<file path="src/rtl/msx_cart_pkg.sv">
// rtl/msx_cart_pkg.sv - shared FSM states, address windows and mapper helpers for msx_cart_target
package msx_cart_pkg;

  typedef logic [1:0] cart_state_t;

  localparam cart_state_t ST_IDLE  = 2'd0;
  localparam cart_state_t ST_FETCH = 2'd1;
  localparam cart_state_t ST_DRIVE = 2'd2;
  localparam cart_state_t ST_HOLD  = 2'd3;

  localparam logic [15:0] PAGE_LO    = 16'h4000;
  localparam logic [15:0] PAGE_HI    = 16'hBFFF;
  localparam logic [15:0] BANKREG_LO = 16'h6000;
  localparam logic [15:0] BANKREG_HI = 16'h7FFF;

  // 8 KB page 0x4000 selects bank 0, 0x6000 bank 1, 0x8000 bank 2, 0xA000 bank 3
  function automatic logic [1:0] page_idx(input logic [15:0] addr);
    logic [2:0] p;
    p = addr[15:13] - 3'd2;
    return p[1:0];
  endfunction

  function automatic logic [20:0] map_addr(input logic [7:0] bank, input logic [15:0] addr);
    return {bank, addr[12:0]};
  endfunction

endpackage

</file>
<file path="src/rtl/msx_cart_if.sv">
// rtl/msx_cart_if.sv - MSX slot bus signals between host (master) and cartridge (slave)
interface msx_cart_if;
  logic [15:0] addr;
  logic [7:0]  data_in;
  logic [7:0]  data_out;
  logic        data_oe;
  logic        sltsl;
  logic        mreq;
  logic        rd;
  logic        wr;
  logic        wait_n;
  logic        busdir;

  modport master (
    output addr, data_in, sltsl, mreq, rd, wr,
    input  data_out, data_oe, wait_n, busdir
  );

  modport slave (
    input  addr, data_in, sltsl, mreq, rd, wr,
    output data_out, data_oe, wait_n, busdir
  );
endinterface

</file>
<file path="src/rtl/msx_bus_sync.sv">
// rtl/msx_bus_sync.sv - W-bit two-flop synchronizer for active-low bus strobes (resets to released)
module msx_bus_sync #(
  parameter int W = 4
) (
  input  logic         clk,
  input  logic         rst,
  input  logic [W-1:0] d,
  output logic [W-1:0] q
);
  logic [W-1:0] s1;

  always_ff @(negedge clk or posedge rst) begin
    if (rst) begin
      s1 <= '1;
      q  <= '1;
    end else begin
      s1 <= d;
      q  <= s1;
    end
  end
endmodule

</file>
<file path="src/rtl/msx_cart_target.sv">
// rtl/msx_cart_target.sv - MSX slot target: ASCII8 four-bank mapper, WAIT-stretched external fetch
// MSX_CART_WAIT_EN: when defined, WAIT is pulled low while the external fetch is in progress
module msx_cart_target
  import msx_cart_pkg::*;
#(
  parameter int MEM_AW      = 21,
  parameter int WAIT_CYCLES = 4
) (
  input  logic              clk,
  input  logic              rst,
  msx_cart_if.slave         bus,
  output logic [MEM_AW-1:0] ma,
  input  logic [7:0]        md_in,
  output logic              moe
);
  localparam logic [3:0] CNT_LOAD = 4'(WAIT_CYCLES - 1);

  logic [3:0]  strb_s;
  logic        sltsl_s, mreq_s, rd_s, wr_s;
  logic        rd_prev, wr_prev;
  logic        sel, rd_qual, wr_qual, in_page, in_bankreg;
  cart_state_t state, nxt;
  logic [3:0]  cnt;
  logic [7:0]  bank [4];
  logic [7:0]  data_out_q;
  logic        data_oe_q, busdir_q;

  msx_bus_sync #(.W(4)) u_sync (
    .clk (clk),
    .rst (rst),
    .d   ({bus.sltsl, bus.mreq, bus.rd, bus.wr}),
    .q   (strb_s)
  );

  assign {sltsl_s, mreq_s, rd_s, wr_s} = strb_s;

  assign sel        = ~sltsl_s & ~mreq_s;
  assign in_page    = (bus.addr >= PAGE_LO) && (bus.addr <= PAGE_HI);
  assign in_bankreg = (bus.addr >= BANKREG_LO) && (bus.addr <= BANKREG_HI);
  assign rd_qual    = sel & rd_prev & ~rd_s & in_page;
  assign wr_qual    = sel & wr_prev & ~wr_s;

  always_comb begin
    nxt = state;
    case (state)
      ST_IDLE: begin
        if (rd_qual)      nxt = ST_FETCH;
        else if (wr_qual) nxt = ST_HOLD;
      end
      ST_FETCH: begin
        if (sltsl_s | rd_s) nxt = ST_IDLE;
        else if (cnt == 4'd0) nxt = ST_DRIVE;
      end
      ST_DRIVE: if (sltsl_s | rd_s) nxt = ST_IDLE;
      ST_HOLD:  if (wr_s) nxt = ST_IDLE;
      default:  nxt = ST_IDLE;
    endcase
  end

  // the pad stays driven for one edge after DRIVE exits so the host sees a clean turnaround
  always_ff @(negedge clk or posedge rst) begin
    if (rst) begin
      state      <= ST_IDLE;
      rd_prev    <= 1'b1;
      wr_prev    <= 1'b1;
      cnt        <= '0;
      ma         <= '0;
      moe        <= 1'b1;
      data_out_q <= 8'h00;
      data_oe_q  <= 1'b0;
      busdir_q   <= 1'b1;
      for (int i = 0; i < 4; i++) bank[i] <= 8'h00;
    end else begin
      state     <= nxt;
      rd_prev   <= rd_s;
      wr_prev   <= wr_s;
      moe       <= (nxt != ST_FETCH);
      data_oe_q <= (nxt == ST_DRIVE) || (state == ST_DRIVE);
      busdir_q  <= !((nxt == ST_DRIVE) || (state == ST_DRIVE));
      if (state == ST_IDLE && rd_qual) begin
        ma  <= MEM_AW'(map_addr(bank[page_idx(bus.addr)], bus.addr));
        cnt <= CNT_LOAD;
      end else if (state == ST_FETCH && cnt != 4'd0) begin
        cnt <= cnt - 4'd1;
      end
      if (state == ST_FETCH && nxt == ST_DRIVE) data_out_q <= md_in;
      if (state == ST_IDLE && !rd_qual && wr_qual && in_bankreg)
        bank[bus.addr[12:11]] <= bus.data_in;
    end
  end

  assign bus.data_out = data_out_q;
  assign bus.data_oe  = data_oe_q;
  assign bus.busdir   = busdir_q;

`ifdef MSX_CART_WAIT_EN
  logic wait_q;

  always_ff @(negedge clk or posedge rst) begin
    if (rst) wait_q <= 1'b1;
    else     wait_q <= (nxt != ST_FETCH);
  end

  assign bus.wait_n = wait_q;
`else
  assign bus.wait_n = 1'b1;
`endif

endmodule
</file>
<file path="src/flat_wrapper.sv">
// flat-port wrapper written by rule: the top's interface ports become plain ports
module msx_cart_target_flat import msx_cart_pkg::*;
#(
  parameter int MEM_AW      = 21,
  parameter int WAIT_CYCLES = 4
)
  (clk, rst, ma, md_in, moe, bus_addr, bus_data_in, bus_sltsl, bus_mreq, bus_rd, bus_wr, bus_data_out, bus_data_oe, bus_wait_n, bus_busdir);
  msx_cart_if bus_i ();
  input  logic clk;
  input  logic rst;
  output logic [MEM_AW-1:0] ma;
  input  logic [7:0] md_in;
  output logic moe;
  input wire logic [$bits(bus_i.addr)-1:0] bus_addr;
  input wire logic [$bits(bus_i.data_in)-1:0] bus_data_in;
  input wire logic [$bits(bus_i.sltsl)-1:0] bus_sltsl;
  input wire logic [$bits(bus_i.mreq)-1:0] bus_mreq;
  input wire logic [$bits(bus_i.rd)-1:0] bus_rd;
  input wire logic [$bits(bus_i.wr)-1:0] bus_wr;
  output wire logic [$bits(bus_i.data_out)-1:0] bus_data_out;
  output wire logic [$bits(bus_i.data_oe)-1:0] bus_data_oe;
  output wire logic [$bits(bus_i.wait_n)-1:0] bus_wait_n;
  output wire logic [$bits(bus_i.busdir)-1:0] bus_busdir;
  assign bus_i.addr = bus_addr;
  assign bus_i.data_in = bus_data_in;
  assign bus_i.sltsl = bus_sltsl;
  assign bus_i.mreq = bus_mreq;
  assign bus_i.rd = bus_rd;
  assign bus_i.wr = bus_wr;
  assign bus_data_out = bus_i.data_out;
  assign bus_data_oe = bus_i.data_oe;
  assign bus_wait_n = bus_i.wait_n;
  assign bus_busdir = bus_i.busdir;
  msx_cart_target #(.MEM_AW(MEM_AW), .WAIT_CYCLES(WAIT_CYCLES)) u_core (.clk(clk), .rst(rst), .bus(bus_i), .ma(ma), .md_in(md_in), .moe(moe));
endmodule
</file>
<file path="config.mk">
export PLATFORM = sky130hd
export DESIGN_NAME = msx_cart_target_flat
export DESIGN_NICKNAME = d
export VERILOG_FILES = /design/src/rtl/msx_cart_pkg.sv /design/src/rtl/msx_cart_if.sv /design/src/rtl/msx_bus_sync.sv /design/src/rtl/msx_cart_target.sv /design/src/flat_wrapper.sv
export SDC_FILE = /design/constraint.sdc
export NUM_CORES = 1
export LEC_CHECK = 0
export ABC_CLOCK_PERIOD_IN_PS = 5800
export CAP_MARGIN = 20
export CORE_MARGIN = 3
export CORE_UTILIZATION = 54
export DETAILED_ROUTE_END_ITERATION = 10
export PLACE_DENSITY = 0.95
export SYNTH_ARGS = -nofsm -noshare
export SYNTH_HDL_FRONTEND = slang
export SYNTH_SLANG_ARGS = --single-unit
</file>
<file path="constraint.sdc">
create_clock -name clk -period 5.8 [get_ports clk]
set_input_delay 0.58 -clock clk [delete_from_list [all_inputs] [get_ports clk]]
set_output_delay 0.58 -clock clk [all_outputs]
set_load 0.02 [all_outputs]
</file>
# ---- After elaboration in Yosys (flattened, before gate mapping)
# Index checks and enable logic that the tools add are counted.
dict set report word_totals {
  reg_bits 80
  latch_bits 0
  ramBits 0
  rom_bits 0
  out_inout_bits 33
  mem_count 0
}
dict set report op_classes {
  n_addsub 2
  n_mul 0
  div 0
  magnitude_cmp 7
  n_eq_ne 5
  shift 0
  n_mux 15
  bitwise 13
  n_reduce_logical 16
}
# cell n
set ops {}
lappend ops {{$bwmux W32} 1}
lappend ops {{$ge A16 B15 Y1 const B} 2}
lappend ops {{$mux W8} 3}
lappend ops {{$bmux W8 S2} 1}
lappend ops {{$demux W8 S2} 1}
lappend ops {{$le A16 B15 Y1 const B} 1}
lappend ops {{$le A16 B16 Y1 const B} 1}
lappend ops {{$mux W2} 6}
lappend ops {{$logic_and A1 B1 Y1} 9}
lappend ops {{$mux W4} 2}
lappend ops {{$pmux W2 S4} 1}
lappend ops {{$and A1 B1 Y1} 6}
lappend ops {{$eq A2 B2 Y1 const B} 3}
lappend ops {{$ge A3 B3 Y1 const B} 2}
lappend ops {{$not A2 Y3} 2}
lappend ops {{$logic_not A4 Y1} 1}
lappend ops {{$not A1 Y1} 4}
lappend ops {{$reduce_bool A4 Y1} 1}
lappend ops {{$sub A4 B1 Y4 const B} 1}
lappend ops {{$lt A3 B1 Y1 const B} 1}
lappend ops {{$eq A2 B1 Y1 const B} 1}
lappend ops {{$logic_not A1 Y1} 2}
lappend ops {{$logic_not A2 Y1} 1}
lappend ops {{$ne A2 B1 Y1 const B} 1}
lappend ops {{other kinds (4)} 4}

# ---- Depth between registers and ports, before layout
# Gate-level depths: netlist of run 1.
dict set report logic_depth {
  word_depth 10
  ltp_mapped 7
}

# ---- Hierarchy
# Synthesis of run 1 repeated with hierarchy kept, for this count alone.
dict set report unflattened {
  hier_cells 221
  area_unflattened_um2 3377.0
}
# module n_inst cells_per_inst area_each_um2 seq_area_each_um2
set modules_own_cells {}
lappend modules_own_cells {msx_cart_target 1 211 3159.3 1806.7}
lappend modules_own_cells {msx_bus_sync 1 10 217.7 210.2}

==> impl_metrics.toml, run 1 <==
[status]
status = "finished, final reports clean"

[critical_path]
critical_path_class = "input pin to flop"
worstSetupStartpointType = "input pin"
rr_worst_depth = 5
crit_path_max_fanout = 8
cp-end-kind = "flop"
worstPathRequired_ns = 3.07
arrival_ns = 2.54

[worst_hold_path]
min_path_cells = 0
hp-class = "flop to flop"

[floorplan]
num_rows = 27
initial_utilization_pct = 57.7
io_pins = 71
die_area_um2 = 7030
die_x_um = 83.9
die_h_um = 83.9
coreArea_um2 = 5680

[drt]
viasPerCell = 5.47
routed_wl_um = 6400
route.detailed.drc = 0
vias = 2023
wl_per_cell_um = 17.3
first_iter_violations = 98
drt.antenna.violating_nets = 0
drt_pass1_iterations = 4

[timing]
worstMarginPinSlew_ns = 0.770
rsz0062_at_grt = "false"
fin_skew_ns = 0.0544
setup_tns_ns = 0
slew_viol_final = 0
slew_headroom_pct = 47.9
hold_viol = 0
fin_ws_ns = 0.537
setup_viol = 0

[layout]
synthToLayoutAreaGrowth_pct = 31.3
layout.nets = 333
postLayoutCoreUtil_pct = 75.7
drive_gt1_share_pct = 37.6
diodes = 0

[clock_tree]
cts-root-buf = "clkbuf_8"
hold_buffers = 0
htreeDepth = 3
cts_resized = 0
cts_setup_buffers = 0
cts.clk_slew.worst_paths_ns = 0.05
numCtsBuffers = 9
clk_latency_ns = 0.38
cts_tree = "built"
cts_sinks = 80
clockBufferDepth = 2

[synthesis]
yosysSeqAreaShare_pct = 61.6
yosysUniqueCellTypes = 35
syn_nets = 242
synth_fa_ha_area_share_pct = 0.765
synth_top_family_by_area = "multiplexers"
syn_area_um2 = 3270
syn_area_per_cell_um2 = 16.2
synth_top_cell_area_share_pct = 52.0
synthXorXnorAreaFrac_pct = 1.07
synth_compound_area_share_pct = 1.87
synthCells = 202
yosys_warnings = 0
synth_edf_count = 0
ys.flop_type = "dfrtn_1"
ys_seq_elements = 80
synth_simple_gate_area_share_pct = 6.27
synth_top_cells_by_area = "dfrtn_1, mux2_2, dfstp_2, mux4_2, a2111oi_4"
yosysMostFrequentCell = "dfrtn_1"
muxShareOfSynthArea_pct = 26.5
synthArstFlopShare_pct = 100
synth_top_cell_by_area = "dfrtn_1"
synth_common_cells = "dfrtn_1, mux2_2, dfstp_2"

[global_routing]
antenna_found_initial = 0
grtUsageMet1_pct = 24.9
use_met2_pct = 32.2
grt_overflow = 0
grt_pass1_vias = 2125
grt_usage_pct = 19.7
grt_pass1_wl_um = 10800
grt-busiest-layer = "met2"
met3_usage_pct = 5.73
grt_max_degree = 47

[placed_design]
routabilityCongestion = 0.740
port-buffer-count = 69
place_hpwl_um = 4620
dp_slack_ns = 0.182

[flow_run]
maxCapViolations = 0

[power_and_ir_drop]
p_leak_nw = 2.05
power_density_nw_per_um2 = 381
peakVddDrop_mv = 0.289
==> stage by stage <==
| stage | power, mW | instances | area [um^2] | hold WS [ns] |
|---|---|---|---|---|
| after floorplan | 1.03 | 202 | 3270 | 0.345 |
| after global placement | 1.24 | 343 | 4080 | 0.346 |
| after detailed placement | 1.27 | 343 | 4080 | 0.349 |
| after CTS | 1.65 | 370 | 4300 | 0.350 |
| after global routing | 1.73 | 370 | 4300 | 0.356 |
| final | 1.64 | 370 | 4300 | 0.351 |
==> state kept, by name, indices dropped and copies added, names as in the netlist <==
| register | cells |
|---|---|
| u_core.u_sync.s1 | 4 |
| u_core.cnt | 4 |
| u_core.u_sync.q | 4 |
| u_core.ma | 21 |
| u_core.bank | 32 |
| u_core.moe | 1 |
| u_core.rd_prev | 1 |
| u_core.bus.busdir | 1 |
| u_core.bus.data_oe | 1 |
| u_core.state | 2 |
| u_core.wr_prev | 1 |
| u_core.bus.data_out | 8 |
==> cells in the final DEF, fill, tap and decap left out, types with 2 or more instances in the layout <==
master,count
clkinv_4,2
mux4_2,8
and2_1,2
xnor2_1,3
nor2b_1,2
nor3_1,2
mux2_2,61
nand3_1,3
buf_4,6
ha_1,2
clkbuf_8,9
nor2_1,2
clkdlybuf4s50_1,69
nand2_1,6
nor4b_1,2
inv_1,15
clkinv_2,2
dfrtn_1,68
dfstp_2,12
inv_6,2
==> final cells by class <==
| cell class | instances | area (um^2) |
|---|---|---|
| clock buffers | 9 | 124 |
| clock inverters | 19 | 97.6 |
| fillers | 334 | 1380 |
| inverters | 4 | 15.0 |
| multi-input cells | 110 | 1200 |
| flip-flops and latches | 80 | 2020 |
| well taps | 72 | 90.1 |
| repair buffers | 76 | 756 |
==> where the power goes <==
group | internal (mW) | total [mW] | switching [mW]
clock | 0.169 | 0.396 | 0.227
sequential | 0.686 | 0.751 | 0.0645
combinational | 0.263 | 0.492 | 0.229
total | 1.12 | 1.64 | 0.521
==> worst max-delay path, stage by stage <==
cell and delay [ns]:
clkdlybuf4s50_1 0.47, xor2_1 0.23, a2111oi_4 0.38, buf_4 0.21, nand4_2 0.28, mux2_2 0.38
==> worst paths after layout <==
path | from | to | slack (ns)
max | bus_addr[14] | u_core.bank[4]$_DFFE_NP0P_ | 0.54
min | u_core.u_sync.s1[2]$_DFF_NP1_ | u_core.u_sync.q[2]$_DFF_NP1_ | 0.35
max reg2reg | u_core.wr_prev$_DFF_NP1_ | u_core.bank[4]$_DFFE_NP0P_ | 3.39
min reg2reg | u_core.u_sync.s1[2]$_DFF_NP1_ | u_core.u_sync.q[2]$_DFF_NP1_ | 0.35
max in group asynchronous | rst | u_core.bank[5]$_DFFE_NP0P_ | 1.62
min in group asynchronous | rst | u_core.cnt[3]$_DFFE_NP0P_ | 3.47
==> kinds of logic after synthesis <==
family	after synthesis
DFF	80
muxes	69
and+or+nand+nor	28
buffers and inverters	12
AOI/OAI and AO/OA	6
xor gates and xnor gates	4
adders and majority gates	2
other	1
==> routing by layer <==
layer	up-vias	part of all wire, %
met3	9	4.8
met1	1041	42
met5	-	0
met4	0	1.8
li1	916	-
met2	57	51
(Power assumes the default switching activity.)
==> inputs of run 2 (changes only) <==
--- a/config.mk
+++ b/config.mk
@@ -8,9 +8,10 @@
 export ABC_CLOCK_PERIOD_IN_PS = 5800
 export CAP_MARGIN = 20
 export CORE_MARGIN = 3
-export CORE_UTILIZATION = 54
+export CORE_UTILIZATION = 35
 export DETAILED_ROUTE_END_ITERATION = 10
-export PLACE_DENSITY = 0.95
+export GPL_TIMING_DRIVEN = 1
+export PLACE_DENSITY = 0.7
 export SYNTH_ARGS = -nofsm -noshare
 export SYNTH_HDL_FRONTEND = slang
 export SYNTH_SLANG_ARGS = --single-unit
==> constraint.sdc (replaced) <==
create_clock -name clk -period 5.8 [get_ports clk]
set_input_delay 0.58 -clock clk [delete_from_list [all_inputs] [get_ports clk]]
set_output_delay 0.58 -clock clk [all_outputs]
set_load 0.005 [all_outputs]
==> run 2 against run 1 <==
  * Combinational power is 21% lower
  * Critical path type unchanged
  * Cell area up 3.3%
  * Critical path depth did not move
  * Wire length decreased by 2.9%
  * Critical endpoint is now u_core.bank[14]$_DFFE_NP0P_
  * Die area rose by 50%
  * Sequential power down 0.7%
  * Utilization down 26 points
==> impl_metrics.toml, run 2 (same netlist as run 1, synthesis figures left out) <==
[critical_path]
cp-end-kind = "flop"
worstSetupStartpointType = "input pin"
worstPathRequired_ns = 3.08
critical_path_class = "input pin to flop"
arrival_ns = 2.55
crit_path_max_fanout = 8

[timing]
hold_viol = 0
slew_headroom_pct = 47.2
setup_viol = 0
rsz0062_at_grt = "false"
fin_skew_ns = 0.0536
setup_tns_ns = 0
worstMarginPinSlew_ns = 0.781
slew_viol_final = 0

[drt]
route.detailed.drc = 0
routedLengthMet1_um = 2730
drt_pass1_iterations = 4
routed_wl_um = 6220
dr_wl_met3_um = 366
vias = 1961
drt.antenna.violating_nets = 0
viasPerCell = 4.82
wl_per_cell_um = 15.3
route.met2.wl_um = 3060
highest_layer = "met4"
first_iter_violations = 43

[power_and_ir_drop]
power_density_nw_per_um2 = 380
total_power_mw = 1.69
p_leak_nw = 2.09
peakVddDrop_mv = 0.159

[clock_tree]
hold_buffers = 0
clk_latency_ns = 0.38
cts.clk_slew.worst_paths_ns = 0.05
cts-root-buf = "clkbuf_8"
cts_tree = "built"
htreeDepth = 3
cts_setup_buffers = 0
clockBufferDepth = 2
cts_resized = 0
cts_sinks = 80
numCtsBuffers = 9

[layout]
regMostFlops = "u_core.bank"
final_common_cell = "clkdlybuf4s50_1"
drive_gt1_share_pct = 37.8
num-fill-cells = 755
diodes = 0
synthToLayoutAreaGrowth_pct = 35.6
layout.nets = 334
final_cell_mix = "clkdlybuf4s50_1, dfrtn_1, mux2_2"
largest_reg_flops = 32
seqCellArea_um2 = 2020
multi_input_area_um2 = 1200

[placed_design]
routabilityCongestion = 0.720
place_hpwl_um = 4490
port-buffer-count = 69

[global_routing]
antenna_found_initial = 0
grt_max_degree = 37
grt_overflow = 0
grt_usage_pct = 12.7
grt_pass1_vias = 2099
grt_pass1_wl_um = 10100

[floorplan]
die_h_um = 103
initial_utilization_pct = 36.8
io_pins = 71
num_rows = 34
die_x_um = 103
die_area_um2 = 10500
coreArea_um2 = 8890

[worst_hold_path]
hp-class = "flop to flop"

[flow_run]
maxCapViolations = 0

[status]
status = "finished, final reports clean"
[run 2: layout make-up]
class | instances | area share, %
Clock buffer | 10 | 3.35
Clock inverter | 18 | 3.61
Inverter | 4 | 0.367
Multi-Input combinational cell | 110 | 27.0
Sequential cell | 80 | 45.4
Tap cell | 108 | 3.04
Timing Repair Buffer | 77 | 17.2
[run 2: report_power, final]
part / total [mW] / switching (mW) / internal [mW]
logic: 0.390 / 0.129 / 0.261
clock network: 0.550 / 0.224 / 0.326
registers: 0.746 / 0.0599 / 0.686
total: 1.69 / 0.413 / 1.27
[run 2: routing by layer]
| metal | vias to the layer above | GRT usage [%] |
|---|---|---|
| met3 | 10 | 4.94 |
| li1 | 910 | - |
| met5 | - | 0 |
| met4 | 0 | 3.63 |
| met2 | 51 | 21.4 |
| met1 | 990 | 15.1 |
[run 2: final timing paths]
path / slack (ns) / start / end / depth (start not counted)
worst max-delay path: 0.53 / bus_addr[14] / u_core.bank[14]$_DFFE_NP0P_ / 6
worst min-delay path: 0.35 / u_core.u_sync.s1[0]$_DFF_NP1_ / u_core.u_sync.q[0]$_DFF_NP1_ / 0
worst max register to register: 3.39 / u_core.rd_prev$_DFF_NP1_ / u_core.bus.data_oe$_DFF_NP0_ / 5
worst min register to register: 0.35 / u_core.u_sync.s1[0]$_DFF_NP1_ / u_core.u_sync.q[0]$_DFF_NP1_ / 0
max in group asynchronous: 1.65 / rst / u_core.bank[12]$_DFFE_NP0P_ / 3
min in group asynchronous: 3.34 / rst / u_core.ma[2]$_DFFE_NP0P_ / 2
[run 2: critical path: stages]
cell	delay, ns
clkdlybuf4s50_1	0.47
xor2_1	0.24
a2111oi_4	0.39
buf_4	0.21
nand4b_2	0.29
mux2_2	0.38
[run 2: per-stage QoR]
stage               instances  util [%]  setup WS [ns]  hold WS, ns  cell area, um^2
finish                    407      49.9          0.530        0.349             4440
global route              407      49.9          0.465        0.346             4440
CTS                       407      49.9          0.492        0.348             4440
detailed placement        380      46.5          0.125        0.347             4130
global placement          380      46.5          0.234        0.346             4130
floorplan                 202         -          0.406        0.345             3270
==> inputs of run 3 (changes only) <==
--- a/config.mk
+++ b/config.mk
@@ -9,6 +9,7 @@
 export CAP_MARGIN = 20
 export CORE_MARGIN = 3
 export CORE_UTILIZATION = 35
+export CTS_CLUSTER_SIZE = 24
 export DETAILED_ROUTE_END_ITERATION = 10
 export GPL_TIMING_DRIVEN = 1
 export PLACE_DENSITY = 0.7
==> results of run 3 <==
Same layout as run 2: the final DEF is identical, and so are final timing and power.
